<file path="src/rtl/adc_acq_pkg.sv">
// Shared encodings for the ADC acquisition sequencer: FSM states,
// trigger source codes and trigger edge codes.
package adc_acq_pkg;

    localparam logic [2:0] ST_IDLE  = 3'd0;
    localparam logic [2:0] ST_FILL  = 3'd1;
    localparam logic [2:0] ST_ARMED = 3'd2;
    localparam logic [2:0] ST_POST  = 3'd3;
    localparam logic [2:0] ST_DONE  = 3'd4;

    localparam logic [1:0] SRC_SW  = 2'd0;
    localparam logic [1:0] SRC_CHA = 2'd1;
    localparam logic [1:0] SRC_CHB = 2'd2;
    localparam logic [1:0] SRC_EXT = 2'd3;

    localparam logic EDGE_RISE = 1'b0;
    localparam logic EDGE_FALL = 1'b1;

    function automatic logic is_busy(input logic [2:0] st);
        return (st == ST_FILL) || (st == ST_ARMED) || (st == ST_POST);
    endfunction

endpackage

</file>
<file path="src/rtl/adc_trig_detect.sv">
// Level-crossing trigger with hysteresis on one signed sample stream.
// The flag arms once the signal has been clearly on the far side of the level.
module adc_trig_detect
    import adc_acq_pkg::*;
#(
    parameter int DATA_W = 14
) (
    input  logic              clk,
    input  logic              rst_n,
    input  logic [DATA_W-1:0] i_sample,
    input  logic              i_strobe,
    input  logic [DATA_W-1:0] i_level,
    input  logic [DATA_W-1:0] i_hyst,
    input  logic              i_edge,
    input  logic              i_clear,
    output logic              o_fire
);

    localparam int CW = DATA_W + 2;

    logic signed [CW-1:0] w_sample;
    logic signed [CW-1:0] w_level;
    logic signed [CW-1:0] w_hyst;
    logic signed [CW-1:0] w_lo;
    logic signed [CW-1:0] w_hi;
    logic                 w_set;
    logic                 w_hit;
    logic                 r_flag;

    // Two guard bits keep level +/- hyst exact without saturation.
    assign w_sample = {{2{i_sample[DATA_W-1]}}, i_sample};
    assign w_level  = {{2{i_level[DATA_W-1]}}, i_level};
    assign w_hyst   = {2'b00, i_hyst};
    assign w_lo     = w_level - w_hyst;
    assign w_hi     = w_level + w_hyst;

    always_comb begin
        w_set = 1'b0;
        w_hit = 1'b0;
        if (i_edge == EDGE_FALL) begin
            w_set = (w_sample > w_hi);
            w_hit = (w_sample <= w_level);
        end else begin
            w_set = (w_sample < w_lo);
            w_hit = (w_sample >= w_level);
        end
    end

    assign o_fire = i_strobe && r_flag && w_hit;

    always_ff @(posedge clk or negedge rst_n) begin
        if (!rst_n) begin
            r_flag <= 1'b0;
        end else if (i_clear) begin
            r_flag <= 1'b0;
        end else if (i_strobe) begin
            if (o_fire) begin
                r_flag <= 1'b0;
            end else if (w_set) begin
                r_flag <= 1'b1;
            end
        end
    end

endmodule

</file>
<file path="src/rtl/adc_acq_ctrl.sv">
// Trigger/acquisition sequencer: decimates ADC samples and writes a circular
// capture buffer holding a pretrigger and posttrigger window around a trigger.
module adc_acq_ctrl
    import adc_acq_pkg::*;
#(
    parameter int ADDR_W = 13,
    parameter int DATA_W = 14,
    parameter int DEC_W  = 16
) (
    input  logic                  adc_clk,
    input  logic                  adc_rst_i,
    input  logic [DATA_W-1:0]     adc_dat_a_i,
    input  logic [DATA_W-1:0]     adc_dat_b_i,
    input  logic                  arm_i,
    input  logic                  abort_i,
    input  logic                  sw_trig_i,
    input  logic                  ext_trig_i,
    input  logic [1:0]            trig_src_i,
    input  logic                  trig_edge_i,
    input  logic [DATA_W-1:0]     trig_level_i,
    input  logic [DATA_W-1:0]     trig_hyst_i,
    input  logic [ADDR_W-1:0]     pretrig_i,
    input  logic [ADDR_W-1:0]     posttrig_i,
    input  logic [DEC_W-1:0]      decim_i,
    output logic                  wr_en_o,
    output logic [ADDR_W-1:0]     wr_addr_o,
    output logic [2*DATA_W-1:0]   wr_dat_o,
    output logic [ADDR_W-1:0]     trig_addr_o,
    output logic                  trig_o,
    output logic [2:0]            state_o,
    output logic                  busy_o,
    output logic                  done_o
);

    logic [2:0]          r_state;
    logic [1:0]          r_src;
    logic                r_edge;
    logic [DATA_W-1:0]   r_level;
    logic [DATA_W-1:0]   r_hyst;
    logic [ADDR_W-1:0]   r_pre;
    logic [ADDR_W-1:0]   r_post;
    logic [DEC_W-1:0]    r_decim;
    logic [DEC_W-1:0]    r_dec_cnt;
    logic [DATA_W-1:0]   r_s1_a;
    logic [DATA_W-1:0]   r_s1_b;
    logic                r_ext_d;
    logic                r_pend;
    logic [ADDR_W-1:0]   r_addr;
    logic [ADDR_W-1:0]   r_cnt;
    logic                r_wr_en;
    logic [ADDR_W-1:0]   r_wr_addr;
    logic [2*DATA_W-1:0] r_wr_dat;
    logic                r_trig;
    logic [ADDR_W-1:0]   r_trig_addr;

    logic                w_strobe;
    logic                w_go;
    logic                w_busy;
    logic                w_armed;
    logic                w_write;
    logic                w_lvl_src;
    logic [DATA_W-1:0]   w_lvl_sample;
    logic                w_lvl_fire;
    logic                w_ext_rise;
    logic                w_evt;
    logic                w_trig_hit;
    logic [ADDR_W:0]     w_cnt_inc;
    logic                w_pre_last;
    logic                w_post_last;

    assign w_strobe     = (r_dec_cnt == '0);
    assign w_go         = !arm_i && !abort_i;
    assign w_busy       = is_busy(r_state);
    assign w_armed      = (r_state == ST_ARMED);
    assign w_write      = w_busy && w_strobe && w_go;
    assign w_lvl_src    = (r_src == SRC_CHA) || (r_src == SRC_CHB);
    assign w_lvl_sample = (r_src == SRC_CHB) ? r_s1_b : r_s1_a;
    assign w_ext_rise   = ext_trig_i && !r_ext_d;
    assign w_evt        = ((r_src == SRC_SW) && sw_trig_i) || ((r_src == SRC_EXT) && w_ext_rise);
    assign w_trig_hit   = w_armed && w_write && (w_lvl_src ? w_lvl_fire : (r_pend || w_evt));
    assign w_cnt_inc    = {1'b0, r_cnt} + (ADDR_W+1)'(1);
    assign w_pre_last   = (w_cnt_inc == {1'b0, r_pre});
    assign w_post_last  = (w_cnt_inc == {1'b0, r_post});

    adc_trig_detect #(
        .DATA_W (DATA_W)
    ) u_trig_detect (
        .clk      (adc_clk),
        .rst_n    (adc_rst_i),
        .i_sample (w_lvl_sample),
        .i_strobe (w_write && w_armed && w_lvl_src),
        .i_level  (r_level),
        .i_hyst   (r_hyst),
        .i_edge   (r_edge),
        .i_clear  (!w_go),
        .o_fire   (w_lvl_fire)
    );

    always_ff @(posedge adc_clk or negedge adc_rst_i) begin
        if (!adc_rst_i) begin
            r_s1_a  <= '0;
            r_s1_b  <= '0;
            r_ext_d <= 1'b0;
        end else begin
            r_s1_a  <= adc_dat_a_i;
            r_s1_b  <= adc_dat_b_i;
            r_ext_d <= ext_trig_i;
        end
    end

    always_ff @(posedge adc_clk or negedge adc_rst_i) begin
        if (!adc_rst_i) begin
            r_dec_cnt <= '0;
        end else if (arm_i) begin
            r_dec_cnt <= decim_i;
        end else if (w_strobe) begin
            r_dec_cnt <= r_decim;
        end else begin
            r_dec_cnt <= r_dec_cnt - DEC_W'(1);
        end
    end

    // An sw/ext event between strobes is held so it lands on the next strobed sample.
    always_ff @(posedge adc_clk or negedge adc_rst_i) begin
        if (!adc_rst_i) begin
            r_pend <= 1'b0;
        end else if (!w_go || !w_armed || w_trig_hit) begin
            r_pend <= 1'b0;
        end else if (w_evt) begin
            r_pend <= 1'b1;
        end
    end

    always_ff @(posedge adc_clk or negedge adc_rst_i) begin
        if (!adc_rst_i) begin
            r_state     <= ST_IDLE;
            r_src       <= SRC_SW;
            r_edge      <= EDGE_RISE;
            r_level     <= '0;
            r_hyst      <= '0;
            r_pre       <= '0;
            r_post      <= '0;
            r_decim     <= '0;
            r_addr      <= '0;
            r_cnt       <= '0;
            r_wr_en     <= 1'b0;
            r_wr_addr   <= '0;
            r_wr_dat    <= '0;
            r_trig      <= 1'b0;
            r_trig_addr <= '0;
        end else begin
            r_wr_en <= 1'b0;
            r_trig  <= 1'b0;
            if (abort_i) begin
                r_state <= ST_IDLE;
            end else if (arm_i) begin
                r_state     <= (pretrig_i == '0) ? ST_ARMED : ST_FILL;
                r_src       <= trig_src_i;
                r_edge      <= trig_edge_i;
                r_level     <= trig_level_i;
                r_hyst      <= trig_hyst_i;
                r_pre       <= pretrig_i;
                r_post      <= posttrig_i;
                r_decim     <= decim_i;
                r_addr      <= '0;
                r_cnt       <= '0;
                r_trig_addr <= '0;
            end else if (w_write) begin
                r_wr_en   <= 1'b1;
                r_wr_addr <= r_addr;
                r_wr_dat  <= {r_s1_b, r_s1_a};
                r_addr    <= r_addr + ADDR_W'(1);
                case (r_state)
                    ST_FILL: begin
                        if (w_pre_last) begin
                            r_state <= ST_ARMED;
                            r_cnt   <= '0;
                        end else begin
                            r_cnt <= w_cnt_inc[ADDR_W-1:0];
                        end
                    end
                    ST_ARMED: begin
                        if (w_trig_hit) begin
                            r_trig      <= 1'b1;
                            r_trig_addr <= r_addr;
                            r_cnt       <= '0;
                            r_state     <= (r_post == '0) ? ST_DONE : ST_POST;
                        end
                    end
                    ST_POST: begin
                        if (w_post_last) begin
                            r_state <= ST_DONE;
                        end else begin
                            r_cnt <= w_cnt_inc[ADDR_W-1:0];
                        end
                    end
                    default: begin
                        r_state <= r_state;
                    end
                endcase
            end
        end
    end

    assign wr_en_o     = r_wr_en;
    assign wr_addr_o   = r_wr_addr;
    assign wr_dat_o    = r_wr_dat;
    assign trig_addr_o = r_trig_addr;
    assign trig_o      = r_trig;
    assign state_o     = r_state;
    assign busy_o      = w_busy;
    assign done_o      = (r_state == ST_DONE);

endmodule

</file>
<file path="config.mk">
export PLATFORM = sky130hd
export DESIGN_NAME = adc_acq_ctrl
export DESIGN_NICKNAME = d
export VERILOG_FILES = /design/src/rtl/adc_acq_pkg.sv /design/src/rtl/adc_trig_detect.sv /design/src/rtl/adc_acq_ctrl.sv
export SDC_FILE = /design/constraint.sdc
export NUM_CORES = 1
export LEC_CHECK = 0
export ABC_CLOCK_PERIOD_IN_PS = 12480
export CORE_ASPECT_RATIO = 0.9
export CORE_UTILIZATION = 43
export DETAILED_ROUTE_END_ITERATION = 10
export DONT_BUFFER_PORTS = 1
export GPL_TIMING_DRIVEN = 0
export PLACE_DENSITY_LB_ADDON = 0.05
export SYNTH_ARGS = -nofsm -noshare
export SYNTH_HDL_FRONTEND = slang
export SYNTH_SLANG_ARGS = --single-unit
</file>
<file path="constraint.sdc">
create_clock -name adc_clk -period 12.48 [get_ports adc_clk]
set_input_delay 3.744 -clock adc_clk [delete_from_list [all_inputs] [get_ports adc_clk]]
set_output_delay 3.744 -clock adc_clk [all_outputs]
set_load 0.02 [all_outputs]
</file>
# --- Word level (Yosys, flattened, before mapping) ---
# Cells that the tools add are included.
totals:
  reg_bits: 205
  input_bits: 107
op_classes:
  mux: 41
  order_cmp: 4
  n_bitwise: 2
  n_reduce_logical: 41
  eq_ne: 16
  add_sub_neg: 5
ops:
  columns: ["op", "n"]
  rows:
  - ["two-way mux 13 bit", 11]
  - ["case mux 13 bit (3 select lines)", 1]
  - ["two-way mux 16 bit", 2]
  - ["== test 14 x 13 -> 1 bit", 2]
  - ["logical NOT 13 bit", 2]
  - ["two-way mux 3 bit", 7]
  - ["two-way mux 1 bit", 17]
  - ["adder 14 x 15 -> 16 bit", 1]
  - ["greater-than comparator 14 x 16 -> 1 bit", 1]
  - ["logical NOT 16 bit", 1]
  - ["less-than comparator 14 x 16 -> 1 bit", 1]
  - ["subtractor 14 x 15 -> 16 bit", 1]
  - ["subtractor 16 x 1 -> 16 bit, second input constant", 1]
  - ["adder 13 x 1 -> 14 bit, second input constant", 1]
  - [">= comparator 14 bit", 1]
  - ["<= comparator 14 bit", 1]
  - ["two-way mux 14 bit", 1]
  - ["adder 13 x 1 -> 13 bit, second input constant", 1]
  - ["logical AND 1 bit", 11]
  - ["AND reduction 5 bit", 2]
  - ["case mux 3 bit (3 select lines)", 1]
  - ["!= test 4 bit, second input constant", 2]
  - ["nonzero test 2 bit", 4]
  - ["logical OR 1 bit", 7]
  - ["20 further kinds", 29]

# --- Longest topological paths before layout ---
# Gate-level depths: netlist (run 1).
depth:
  word_depth: 16
  mapped_depth: 20
  depth_no_buf: 20

# --- Cells and area by module ---
# A second synthesis (run 1) with hierarchy kept.
unflattened:
  cells_unflattened: 1397
  area_unflattened_um2: 12035.3
by_module_without_submodules:
  columns: ["mod", "cells_per_inst", "area_per_inst_um2", "instances"]
  rows:
  - ["adc_acq_ctrl", 1051, 9421.5, 1]
  - ["adc_trig_detect", 346, 2613.8, 1]

# --- Worst setup path after synthesis (run 1) ---
# OpenSTA, ideal clock, no wires.
synth_path:
  path_kind: "input to register"
  from: "input port abort_i"
  to: "register r_trig_addr[10] (netlist: trig_addr_o[10])"
  setup_slack_ps: 6974
  t_arrival_ps: 5381
  n_path_buf: 3
  path_stages: 9
  setup_time_ps: 125
  cell_sequence: "clkbuf_1 nor2_1 nand2_1 nor3_2 buf_4 nand2_1 o31ai_2 buf_4 mux2_2"
synth_between:
  elab_chain_cells: 11
synth_rtl:
  columns: ["item", "line", "text"]
  rows:
  - ["start: declaration", "adc_acq_ctrl.sv:15", "input logic abort_i,"]
  - ["logical NOT 1 bit", "adc_acq_ctrl.sv:72", "assign w_go = !arm_i && !abort_i;"]
  - ["logical AND 1 bit", "adc_acq_ctrl.sv:72", null]
  - ["logical AND 1 bit", "adc_acq_ctrl.sv:75", "assign w_write = w_busy && w_strobe && w_go;"]
  - ["logical AND 1 bit", "adc_acq_ctrl.sv:80, adc_acq_ctrl.sv:91", null]
  - ["logical AND 1 bit", "adc_acq_ctrl.sv:91", ".i_strobe (w_write && w_armed && w_lvl_src),"]
  - ["logical AND 1 bit (2 in a row)", "adc_trig_detect.sv:49", "assign o_fire = i_strobe && r_flag && w_hit;"]
  - ["two-way mux 1 bit", "adc_acq_ctrl.sv:80", "assign w_trig_hit = w_armed && w_write && (w_lvl_src ? w_lvl_fire : (r_pend || w_evt));"]
  - ["logical AND 1 bit", "adc_acq_ctrl.sv:80", null]
  - ["nonzero test 2 bit (no line)", null, null]
  - ["AND reduction 4 bit (no line) (*)", null, null]
  - ["end signal: assignment", "adc_acq_ctrl.sv:185", "r_trig_addr <= r_addr;"]
  - ["end: declaration", "adc_acq_ctrl.sv:54", "logic [ADDR_W-1:0] r_trig_addr;"]
# Mark *: on every way between the ends. The rest lies on a longest branch, timed or not.
# A chain may end at the register's enable or synchronous reset.

# --- Final worst setup path (run 1) ---
layout_path:
  from: "input port arm_i"
  to: "register r_level[0]"
layout_between:
  elab_chain_cells: 1
layout_rtl:
  columns: ["item", "line", "text"]
  rows:
  - ["start: declaration", "adc_acq_ctrl.sv:14", "input logic arm_i,"]
  - ["AND reduction 2 bit (no line)", null, null]
  - ["end signal: assignment", "adc_acq_ctrl.sv:160", "r_level <= trig_level_i;"]
  - ["end: declaration", "adc_acq_ctrl.sv:38", "logic [DATA_W-1:0] r_level;"]
# No other way between the ends.

==> results of run 1 <==
logic make-up after synthesis:
family / after synthesis / synth area share, %
mux: 76 / 7.18
buf+inv: 122 / 4.18
xor+xnor: 58 / 4.62
simple gates: 472 / 19.2
flops: 205 / 43.2
fa+ha+maj: 83 / 8.87
compound gates: 246 / 12.8
cells in the final DEF, fill, tap and decap left out, types with 6 or more instances in the layout:
cell type  instances
nand3_1           25
o21ai_0           93
inv_1             59
mux2_2            74
nand2b_1          13
a21oi_1           55
or4_1              7
nand2_1          221
clkbuf_16         24
nor2_1            59
nor4_1            14
o21a_1             8
a21o_1            14
xnor2_1           38
o31ai_1            7
a211oi_1           6
or3_1             12
and3_1            14
ha_1              81
a31oi_1            9
buf_2             10
nand4_1           19
dfrtp_1          205
xor2_1            17
nor3_1            30
nor2b_1           22
clkbuf_1          51
metrics by stage:
step           total power (W)  cell area, sq um  instances  util [%]
2_1_floorplan          0.00114             11900       1262         -
3_3_place_gp           0.00126             12300       1616      45.5
3_5_place_dp           0.00126             12300       1616      45.5
4_1_cts                0.00199             13100       1658      48.4
5_1_grt                0.00209             13100       1659      48.4
6_report               0.00197             13100       1659      48.4
flip-flops by register name, summed over array words and instances, names as in the netlist, 2 cells and up:
register / flops
trig_addr_o: 13
wr_addr_o: 13
r_src: 2
r_hyst: 14
r_post: 13
r_pre: 13
wr_dat_o: 28
r_cnt: 13
r_s1_b: 14
r_decim: 16
r_s1_a: 14
state_o: 3
r_level: 14
r_dec_cnt: 16
r_addr: 13
layout make-up:
cell class | count | area, sq um | share of cell area, %
multi-input cells | 935 | 6250 | 47.7
diodes | 1 | 2.50 | 0.0191
clock buffers | 32 | 651 | 4.96
flip-flops and latches | 205 | 5130 | 39.1
inverters | 60 | 225 | 1.72
clock inverters | 10 | 148 | 1.12
plain buffers | 62 | 272 | 2.07
well taps | 354 | 443 | 3.37
worst paths after layout:
check	from	endpoint	slack (ns)	depth (start not counted)
worst max-delay path	arm_i	r_level[0]$_DFFE_PN0P_	6.64	7
worst min-delay path	r_s1_b[11]$_DFF_PN0_	wr_dat_o[25]$_DFFE_PN0P_	0.47	2
worst max register to register	r_level[0]$_DFFE_PN0P_	u_trig_detect.r_flag$_DFFE_PN0P_	7.69	17
worst min register to register	r_s1_b[11]$_DFF_PN0_	wr_dat_o[25]$_DFFE_PN0P_	0.47	2
max in group asynchronous	adc_rst_i	r_pre[9]$_DFFE_PN0P_	9.30	0
min in group asynchronous	adc_rst_i	wr_dat_o[16]$_DFFE_PN0P_	2.92	0
per-layer routing:
metal | wire length [microns] | vias up | share of wire [%] | GRT usage [%]
met5 | 13 | - | 0.040 | 0
met4 | 663 | 2 | 2.1 | 5.29
met3 | 1970 | 39 | 6.1 | 4.93
met2 | 13500 | 225 | 42 | 34.3
met1 | 15900 | 4425 | 50 | 33.8
li1 | - | 4456 | - | -
power by group through the flow:
stage	Sequential [W]	Combinational (W)	Clock [W]
floorplan	0.000758	0.000385	0
finish	0.000762	0.000495	0.000715
global placement	0.000772	0.000485	0
CTS	0.000761	0.000496	0.000731
global route	0.000769	0.000561	0.000760
detailed placement	0.000772	0.000491	0
critical path: stages:
cell and delay [ns]:
clkbuf_1 0.37, inv_1 0.13, nor2_1 0.61, clkbuf_1 0.57
buf_1 0.56, nand2_1 0.17, o21ai_0 0.11
==> flow_summary.ini, run 1 <==
[pwr]
pwr-share-seq_pct = 38.6
swShare_pct = 30.7
ir_drop_uv = 105
p_switching_w = 0.000605
p_int_w = 0.00137
p_clk_share_pct = 36.3
power_density_mw_per_mm2 = 150
p_comb_share_pct = 25.1
p_leak_nw = 5.99

[sta]
holdWs_ns = 0.467
tns_ns = 0
clock.fmax_ghz = 0.171
min_period_ns = 5.84
worst_slew_pin_slew_ns = 0.827
final_max_slew_viol_count = 0
skew_ns = 0.00883
rsz0062_at_grt = no
relSlewSlack_pct = 43.4
fin_crit_sh_pct = 46.8
finalSetupViolCount = 0
hold_viol = 0
finalWorstSetupSlack_ns = 6.64

[clocking]
cts.path.max_buffers = 3
cts_resized = 0
cts_buffers = 24
cts-root-buf = clkbuf_16
insertion_delay_ns = 0.52
h-tree-depth = 1
clk_pin_slew_ns = 0.06
cts_sinks = 205
postCtsSetupRepairBufs = 0
cts_hold_buffers = 0
cts_tree = yes

[final_layout]
fillCellCount = 2630
layout-drive-gt1-share_pct = 11.5
area_growth_pct = 10.5
nets = 1478

[global_routing]
grt_pass1_wl_mm = 50.9
overflow = 0
grt_pass1_vias = 9093
antenna_found_initial = 2
grt_start_max_net_pins = 206
grtUsageTotal_pct = 23.0

[logic_synthesis]
synth_cell_types = 75
async_reset_ff_share_pct = 100
yosys_register_bits = 205
syn_area_sq_mm = 0.0119
synthDominantCellAreaShare_pct = 43.2
yosysTopAreaCell = dfrtp_1
ys_top_cells_by_area = dfrtp_1, ha_1, mux2_2
avgSynthCellArea_sq_um = 9.41
syn-num-nets = 1452
synthCells = 1262
yosysMostFrequentCell = nand2_1
yosysWarnings = 0
synth_edf_count = 0
synthFlopType = dfrtp_1
synth.cells.most_frequent = nand2_1, dfrtp_1, o21ai_0
synth-seq-area-share_pct = 43.2

[setup_path]
critPathRequiredTime_ns = 12.91
crit_path_max_fanout = 10
critical_path_class = input pin to flip-flop
arrival_ns = 6.27
start_kind = input pin
crit_path_end_kind = flip-flop

[routing]
wl_per_cell_microns = 19.4
drt_iter0_markers = 632
finalWirelength_mm = 32.1
drc_errors = 0
drt_pass1_iterations = 5
num_vias = 9147
ant_nets = 0
drt-vias-per-instance = 5.51

[floorplan]
io_pins = 168
die_h_microns = 160
core-area_sq_mm = 0.0271
die_x_microns = 177
initial_core_util_pct = 43.8
rows = 57
die-area_sq_mm = 0.0283

[min_path]
min_path_type = flip-flop to flip-flop

[placement]
place_ws_ns = 6.07
io_buffers = 0
detailed_place_hpwl_mm = 24.0
gp_congestion = 0.889

[run_status]
status = finished clean

[job]
drv_cap = 0
Note: power is estimated with default switching activity, not from simulation.
==> inputs of run 2 (changes only) <==
--- a/config.mk
+++ b/config.mk
@@ -5,7 +5,7 @@
 export SDC_FILE = /design/constraint.sdc
 export NUM_CORES = 1
 export LEC_CHECK = 0
-export ABC_CLOCK_PERIOD_IN_PS = 12480
+export ABC_CLOCK_PERIOD_IN_PS = 6050
 export CORE_ASPECT_RATIO = 0.9
 export CORE_UTILIZATION = 43
 export DETAILED_ROUTE_END_ITERATION = 10
==> constraint.sdc (replaced) <==
create_clock -name adc_clk -period 6.05 [get_ports adc_clk]
set_input_delay 1.815 -clock adc_clk [delete_from_list [all_inputs] [get_ports adc_clk]]
set_output_delay 1.815 -clock adc_clk [all_outputs]
set_load 0.02 [all_outputs]
==> results of run 2 <==
The final DEF is identical to that of run 1. Status: finished clean.
Main changes from that run: setup slack after placement 6.07 ns -> 1.31 ns; setup slack after layout 6.64 ns -> 1.26 ns; start point of the critical path arm_i -> r_level[0]$_DFFE_PN0P_; end point of the critical path r_level[0]$_DFFE_PN0P_ -> u_trig_detect.r_flag$_DFFE_PN0P_; register-to-register setup slack 7.69 ns -> 1.26 ns; total power 0.00197 W -> 0.00407 W; worst IR drop on VDD 105 uV -> 216 uV
